$ cat config.mk
export PLATFORM = sky130hd
export DESIGN_NAME = id_ex_operand_stage
export DESIGN_NICKNAME = d
export VERILOG_FILES = /design/src/rtl/id_ex_operand_stage.sv
export SDC_FILE = /design/constraint.sdc
export NUM_CORES = 1
export LEC_CHECK = 0
export CAP_MARGIN = 20
export CORE_AREA = 3 3 215 112
export DETAILED_ROUTE_END_ITERATION = 8
export DIE_AREA = 0 0 218 115
export GPL_ROUTABILITY_DRIVEN = 1
export GPL_TIMING_DRIVEN = 0
export PLACE_DENSITY = 0.81
export REMOVE_ABC_BUFFERS = 1
export SYNTH_ARGS = -nofsm -noshare
export SYNTH_HDL_FRONTEND = slang
export SYNTH_SLANG_ARGS = --single-unit
$ cat constraint.sdc
create_clock -name clk -period 2.25 [get_ports clk]
set_input_delay 0.5625 -clock clk [delete_from_list [all_inputs] [get_ports clk]]
set_output_delay 0.5625 -clock clk [all_outputs]
set_load 0.02 [all_outputs]
$ cat src/rtl/id_ex_operand_stage.sv
// ID/EX pipeline register with operand forwarding and stall accounting.
//
// Holds the decoded instruction and its register operands between decode and the EX ALU.
// Bubbles are inserted on load-use stalls (stage holds and does not issue) and on flushes
// (stage is killed). Operands are muxed from the last issued ALU result (EX->EX), from MEM
// load data, or from the register-file values captured at decode.
//
// Ports:
//   clk, rst                 clock, asynchronous active-low reset
//   id_valid/pc/inst         decode slot instruction
//   id_rs1_data/rs2_data     register-file reads
//   id_imm                   sign-extended immediate
//   stall, flush             hazard-unit controls for the current cycle
//   fwd_ex_ex1/2             select last EX result for op1/op2
//   fwd_mem_ex1/2            select MEM load data for op1/op2
//   mem_rdata, ex_alu_result forwarding sources
//   id_ready                 decode may advance (~stall)
//   ex_valid/pc/inst/imm     stage contents presented to EX
//   ex_op1, ex_op2           forwarded operands
//   stall_cycles             saturating count of stalled cycles
//   stall_timeout            sticky: stall run exceeded STALL_LIMIT
module id_ex_operand_stage #(
  parameter logic [31:0] NOP_INST    = 32'h0000_0013,
  parameter int unsigned STALL_LIMIT = 4,
  parameter int unsigned CNT_W       = 16
) (
  input  logic             clk,
  input  logic             rst,
  input  logic             id_valid,
  input  logic [31:0]      id_pc,
  input  logic [31:0]      id_inst,
  input  logic [31:0]      id_rs1_data,
  input  logic [31:0]      id_rs2_data,
  input  logic [31:0]      id_imm,
  input  logic             stall,
  input  logic             fwd_ex_ex1,
  input  logic             fwd_ex_ex2,
  input  logic             fwd_mem_ex1,
  input  logic             fwd_mem_ex2,
  input  logic [31:0]      mem_rdata,
  input  logic [31:0]      ex_alu_result,
  input  logic             flush,
  output logic             id_ready,
  output logic             ex_valid,
  output logic [31:0]      ex_pc,
  output logic [31:0]      ex_inst,
  output logic [31:0]      ex_op1,
  output logic [31:0]      ex_op2,
  output logic [31:0]      ex_imm,
  output logic [CNT_W-1:0] stall_cycles,
  output logic             stall_timeout
);

  // Run counter saturates one past the limit so long stalls cannot wrap it back under.
  localparam int unsigned     RunW     = $clog2(STALL_LIMIT + 2);
  localparam logic [RunW-1:0] RunLimit = RunW'(STALL_LIMIT);
  localparam logic [RunW-1:0] RunMax   = RunW'(STALL_LIMIT + 1);

  logic             valid_q, valid_d;
  logic [31:0]      pc_q, pc_d;
  logic [31:0]      inst_q, inst_d;
  logic [31:0]      rs1_q, rs1_d;
  logic [31:0]      rs2_q, rs2_d;
  logic [31:0]      imm_q, imm_d;
  logic [31:0]      prev_q, prev_d;
  logic [CNT_W-1:0] cnt_q, cnt_d;
  logic [RunW-1:0]  run_q, run_d;
  logic             timeout_q, timeout_d;
  logic             issue;

  assign issue = valid_q & ~stall & ~flush;

  // Stage register next state: flush beats stall beats load.
  always_comb begin
    valid_d = valid_q;
    pc_d    = pc_q;
    inst_d  = inst_q;
    rs1_d   = rs1_q;
    rs2_d   = rs2_q;
    imm_d   = imm_q;
    if (flush) begin
      valid_d = 1'b0;
      inst_d  = NOP_INST;
    end else if (!stall) begin
      valid_d = id_valid;
      pc_d    = id_pc;
      inst_d  = id_inst;
      rs1_d   = id_rs1_data;
      rs2_d   = id_rs2_data;
      imm_d   = id_imm;
    end
  end

  // Only issued instructions update the forwarding source, so bubbles never corrupt it.
  always_comb begin
    prev_d = issue ? ex_alu_result : prev_q;
  end

  always_comb begin
    cnt_d     = cnt_q;
    run_d     = run_q;
    timeout_d = timeout_q;
    if (stall) begin
      if (cnt_q != '1) cnt_d = cnt_q + CNT_W'(1);
      if (run_q != RunMax) run_d = run_q + RunW'(1);
      // run_q + 1 > STALL_LIMIT
      if (run_q >= RunLimit) timeout_d = 1'b1;
    end else begin
      run_d = '0;
    end
  end

  always_ff @(posedge clk or negedge rst) begin
    if (!rst) begin
      valid_q   <= 1'b0;
      pc_q      <= '0;
      inst_q    <= NOP_INST;
      rs1_q     <= '0;
      rs2_q     <= '0;
      imm_q     <= '0;
      prev_q    <= '0;
      cnt_q     <= '0;
      run_q     <= '0;
      timeout_q <= 1'b0;
    end else begin
      valid_q   <= valid_d;
      pc_q      <= pc_d;
      inst_q    <= inst_d;
      rs1_q     <= rs1_d;
      rs2_q     <= rs2_d;
      imm_q     <= imm_d;
      prev_q    <= prev_d;
      cnt_q     <= cnt_d;
      run_q     <= run_d;
      timeout_q <= timeout_d;
    end
  end

  // Forwarding is honoured during stall so operands are correct for the replay.
  always_comb begin
    if (fwd_ex_ex1)       ex_op1 = prev_q;
    else if (fwd_mem_ex1) ex_op1 = mem_rdata;
    else                  ex_op1 = rs1_q;
    if (fwd_ex_ex2)       ex_op2 = prev_q;
    else if (fwd_mem_ex2) ex_op2 = mem_rdata;
    else                  ex_op2 = rs2_q;
  end

  assign id_ready      = ~stall;
  assign ex_valid      = issue;
  assign ex_pc         = pc_q;
  assign ex_inst       = inst_q;
  assign ex_imm        = imm_q;
  assign stall_cycles  = cnt_q;
  assign stall_timeout = timeout_q;

endmodule

== After elaboration in Yosys (flattened, before gate mapping) ==
Cells that the tools add are included.
Storage, ports and cells
  bits in registers: 213
Cells by class
  add/sub/neg operators: 2
  $lt $le $gt $ge: 1
  equality and inequality tests: 4
  multiplexer cells: 10
  bitwise gates (word level): 4
  reductions and logical operators: 3
Operators with widths (count)
  $mux W32: 6
  $add A16 B1 Y16 const B: 1
  $ne A16 B16 Y1 const B: 1
  $mux W3: 2
  $reduce_and A2 Y1: 3
  $ne A2 B1 Y1 const B: 2
  $add A3 B1 Y3 const B: 1
  $ge A3 B3 Y1 const B: 1
  $ne A3 B3 Y1 const B: 1
  $and A1 B1 Y1: 2
  $mux W1: 2
  $not A1 Y1: 2

== Logic depth before layout (Yosys ltp) ==
  depth after elaboration: 3
  depth in mapped cells: 6
  gate-level depth less buffers: 5

== Least setup slack after synthesis ==
No wires, ideal clock.
  path type: input to output
  from: input fwd_mem_ex1
  to: output ex_op1[10]
  arrival: 1.610 ns
  required time: 1.688 ns
  path slack: 0.078 ns
  stages on the path: 4
  path buffers: 2
  cell sequence: clkbuf_1 > buf_2 > mux2i_1 > o21ai_0
On the way
  cells in the longest elaborated chain, start to end: 2
Ends and longest elaborated chain
  start, declared: line 38  | input logic fwd_mem_ex1,
  $mux W32: line 142  | else if (fwd_mem_ex1) ex_op1 = mem_rdata;
  $mux W32: line 141  | if (fwd_ex_ex1) ex_op1 = prev_q;
  end, declared: line 47  | output logic [31:0] ex_op1,
No other way between the ends.

== Worst setup path in the final report ==
  from: input mem_rdata[25]
  to: output ex_op2[25]
On the way
  cells in the longest elaborated chain, start to end: 2
Ends and longest elaborated chain
  start, declared: line 40  | input logic [31:0] mem_rdata,
  $mux W32: line 145  | else if (fwd_mem_ex2) ex_op2 = mem_rdata;
  $mux W32: line 144  | if (fwd_ex_ex2) ex_op2 = prev_q;
  end, declared: line 48  | output logic [31:0] ex_op2,
No other way between the ends.

==> metrics.yaml <==
viasPerCell: 5.092
dp_hpwl_um: 22110
syn_avg_cell_area_um2: 12.69
grt-ovfl-total: 0
grt_pass1_wl_um: 45240
numPortBuffers: 411
ir_drop_uv: 507.4
cp-end-kind: "output pin"
max_stage_delay_ns: 0.51
layout-drive-gt1-share_pct: 22.35
layout_commonest_cell: "clkdlybuf4s50_1"
ant_nets: 0
synth_edf_count: 0
die_area_um2: 25070
numCtsBuffers: 21
hold_path.class: "input port to async pin"
root_buffer: "clkbuf_16"
p_per_area_nw_per_um2: 783.9
ys_ff_latch: 213
yosysUniqueCellTypes: 38
netlist.area_leader.share_pct: 55.23
die_x_um: 218
leakage_nw: 6.499
firstDrtPassIters: 4
ys_async_sr_fraction_pct: 100.0
die_h_um: 115
critPathBufInv: 2
postLayoutCellArea_um2: 14680
cp_max_fo: 2
netlist_area_um2: 9515
clock_latency_ns: 0.50
cts.sinks: 213
yosys_warnings: 0
synthTopCellsByArea: "dfrtp_1, mux2_2, mux2i_1"
cts_tree: "yes"
slew_headroom_pct: 41.74
wl_per_cell_um: 20.87
pre_cts_slack_ns: -1.672
antenna_found_initial: 4
core_um2: 22450
drv_cap: 0
grt_max_degree: 114
fmax_ghz: 0.4453
drt-initial-drc-count: 551
placed_area_um2: 14030
synthCells: 750
syn_to_final_growth_pct: 54.27
nNetsFinal: 1393
routed-via-count: 7526
outcome: "complete, no violations"
start_util_pct: 42.39
yosys.area.top_type: "dfrtp_1"
criticalPathCategory: "input port to output pin"
maxSlewViolCount: 0
worstSetupStartpointType: "input port"
routed_wl_um: 30840
crit_slowest_cell: "clkdlybuf4s50_1"
postLayoutSetupSlackWorst_ns: 0.004398
hold_buffers: 0
fin_skew_ns: 0.008244
finalSetupViolations: 0
cts_buffer_depth: 3
tightestPinTransition_ns: 0.8740
total_power_w: 0.01151
grt_pass1_vias: 7678
io_pins: 412
drc: 0
fin_util_pct: 65.40
ys_seq_area_share_pct: 56.06
mostFrequentLayoutCells: "clkdlybuf4s50_1, dfrtp_1, mux2_2"
synthFlopType: "dfrtp_1"
num_rows: 39
h-tree-depth: 1
critPathTopFamily: "buffers and inverters"
clk_pin_slew_ns: 0.06
required_ns: 1.69
hold_viol_final: 0
cp_cell_sequence: "clkdlybuf4s50_1, mux2i_1, o21ai_0, dlygate4sd1_1"
min_period_ns: 2.246
gr-usage-all-layers_pct: 23.35
finalCritPeriodShare_pct: 99.80
gp_congestion: 0.8187
worstPathArrival_ns: 1.68
[metal layers]
metal	GRT usage [%]	vias up	part of all wire [%]	wire length, um
met1	30.01	3770	41	12790
met5	0	-	0.029	9
met4	4.731	2	1.6	479
li1	-	3449	-	-
met2	38.65	271	48	14700
met3	8.344	34	9.3	2863
[area by class of cell]
type / count / area [um^2]
diodes: 3 / 7.507
clock inverters: 2 / 35.03
fillers: 1732 / 7767
repair buffers: 432 / 4328
inverters: 3 / 11.26
flip-flops and latches: 213 / 5334
clock buffers: 32 / 616.8
multi-input cells: 486 / 3963
well taps: 307 / 384.1
[flip-flops by register name, indices dropped and copies added (netlist names)]
signal,count
rs2_q,32
ex_imm,32
ex_pc,32
prev_q,32
valid_q,1
rs1_q,32
ex_inst,32
run_q,3
stall_timeout,1
stall_cycles,16
[report_power, final]
group          internal, W  switching, W  total (W)  leakage (nW)
registers          0.00444      0.000431    0.00487          2.58
clock network      0.00199       0.00146    0.00345         0.320
logic              0.00167       0.00153    0.00319          3.60
[path summary, 6_finish.rpt]
kind,startpoint,depth (start not counted),to,slack [ns]
worst max-delay path,mem_rdata[25],4,ex_op2[25],0.004
worst min register to register,stall_timeout,1,stall_timeout,0.46
worst min-delay path,rst,1,prev_q[0],0.12
worst max register to register,stall_cycles[12],4,stall_cycles[1],0.42
max in group asynchronous,rst,2,rs1_q[10],1.10
min in group clk,flush,2,ex_inst[24],0.40
[Yosys cell counts (all sizes together), types with 4 or more instances]
library cell / n
xor2: 6
mux2: 161
buf: 30
nand3: 5
nand2: 72
mux2i: 94
nor2: 36
nor4: 4
clkbuf: 19
o21ai: 65
xnor2: 7
dfrtp: 210
nand4: 5
[cells by family after synthesis]
group	after synthesis	share of synthesized area, %
simple gates	136	6.535
compound gates	78	4.405
mux	255	28.94
fa+ha+maj	3	0.3945
xor+xnor	13	1.197
buf+inv	52	2.472
flops	213	56.06
[through the flow]
stage          hold slack [ns]  instances  TNS (ns)
2_1_floorplan           0.2669        701   -755.11
3_3_place_gp            0.4391       1419  -3664.46
3_5_place_dp            0.4490       1431   -150.95
4_1_cts                 0.1461       1471   -0.1640
5_1_grt                 0.1700       1478  -0.01160
6_report                0.1162       1478         0
[repair_timing]
item / in CTS / in global routing
pin swaps: 1 / 0
gates cloned: 3 / 2
gates resized for setup: 112 / 98
setup buffers: 3 / 2
setup endpoints to repair: 210 / 58
No activity file was read; power rests on OpenSTA's default activity.
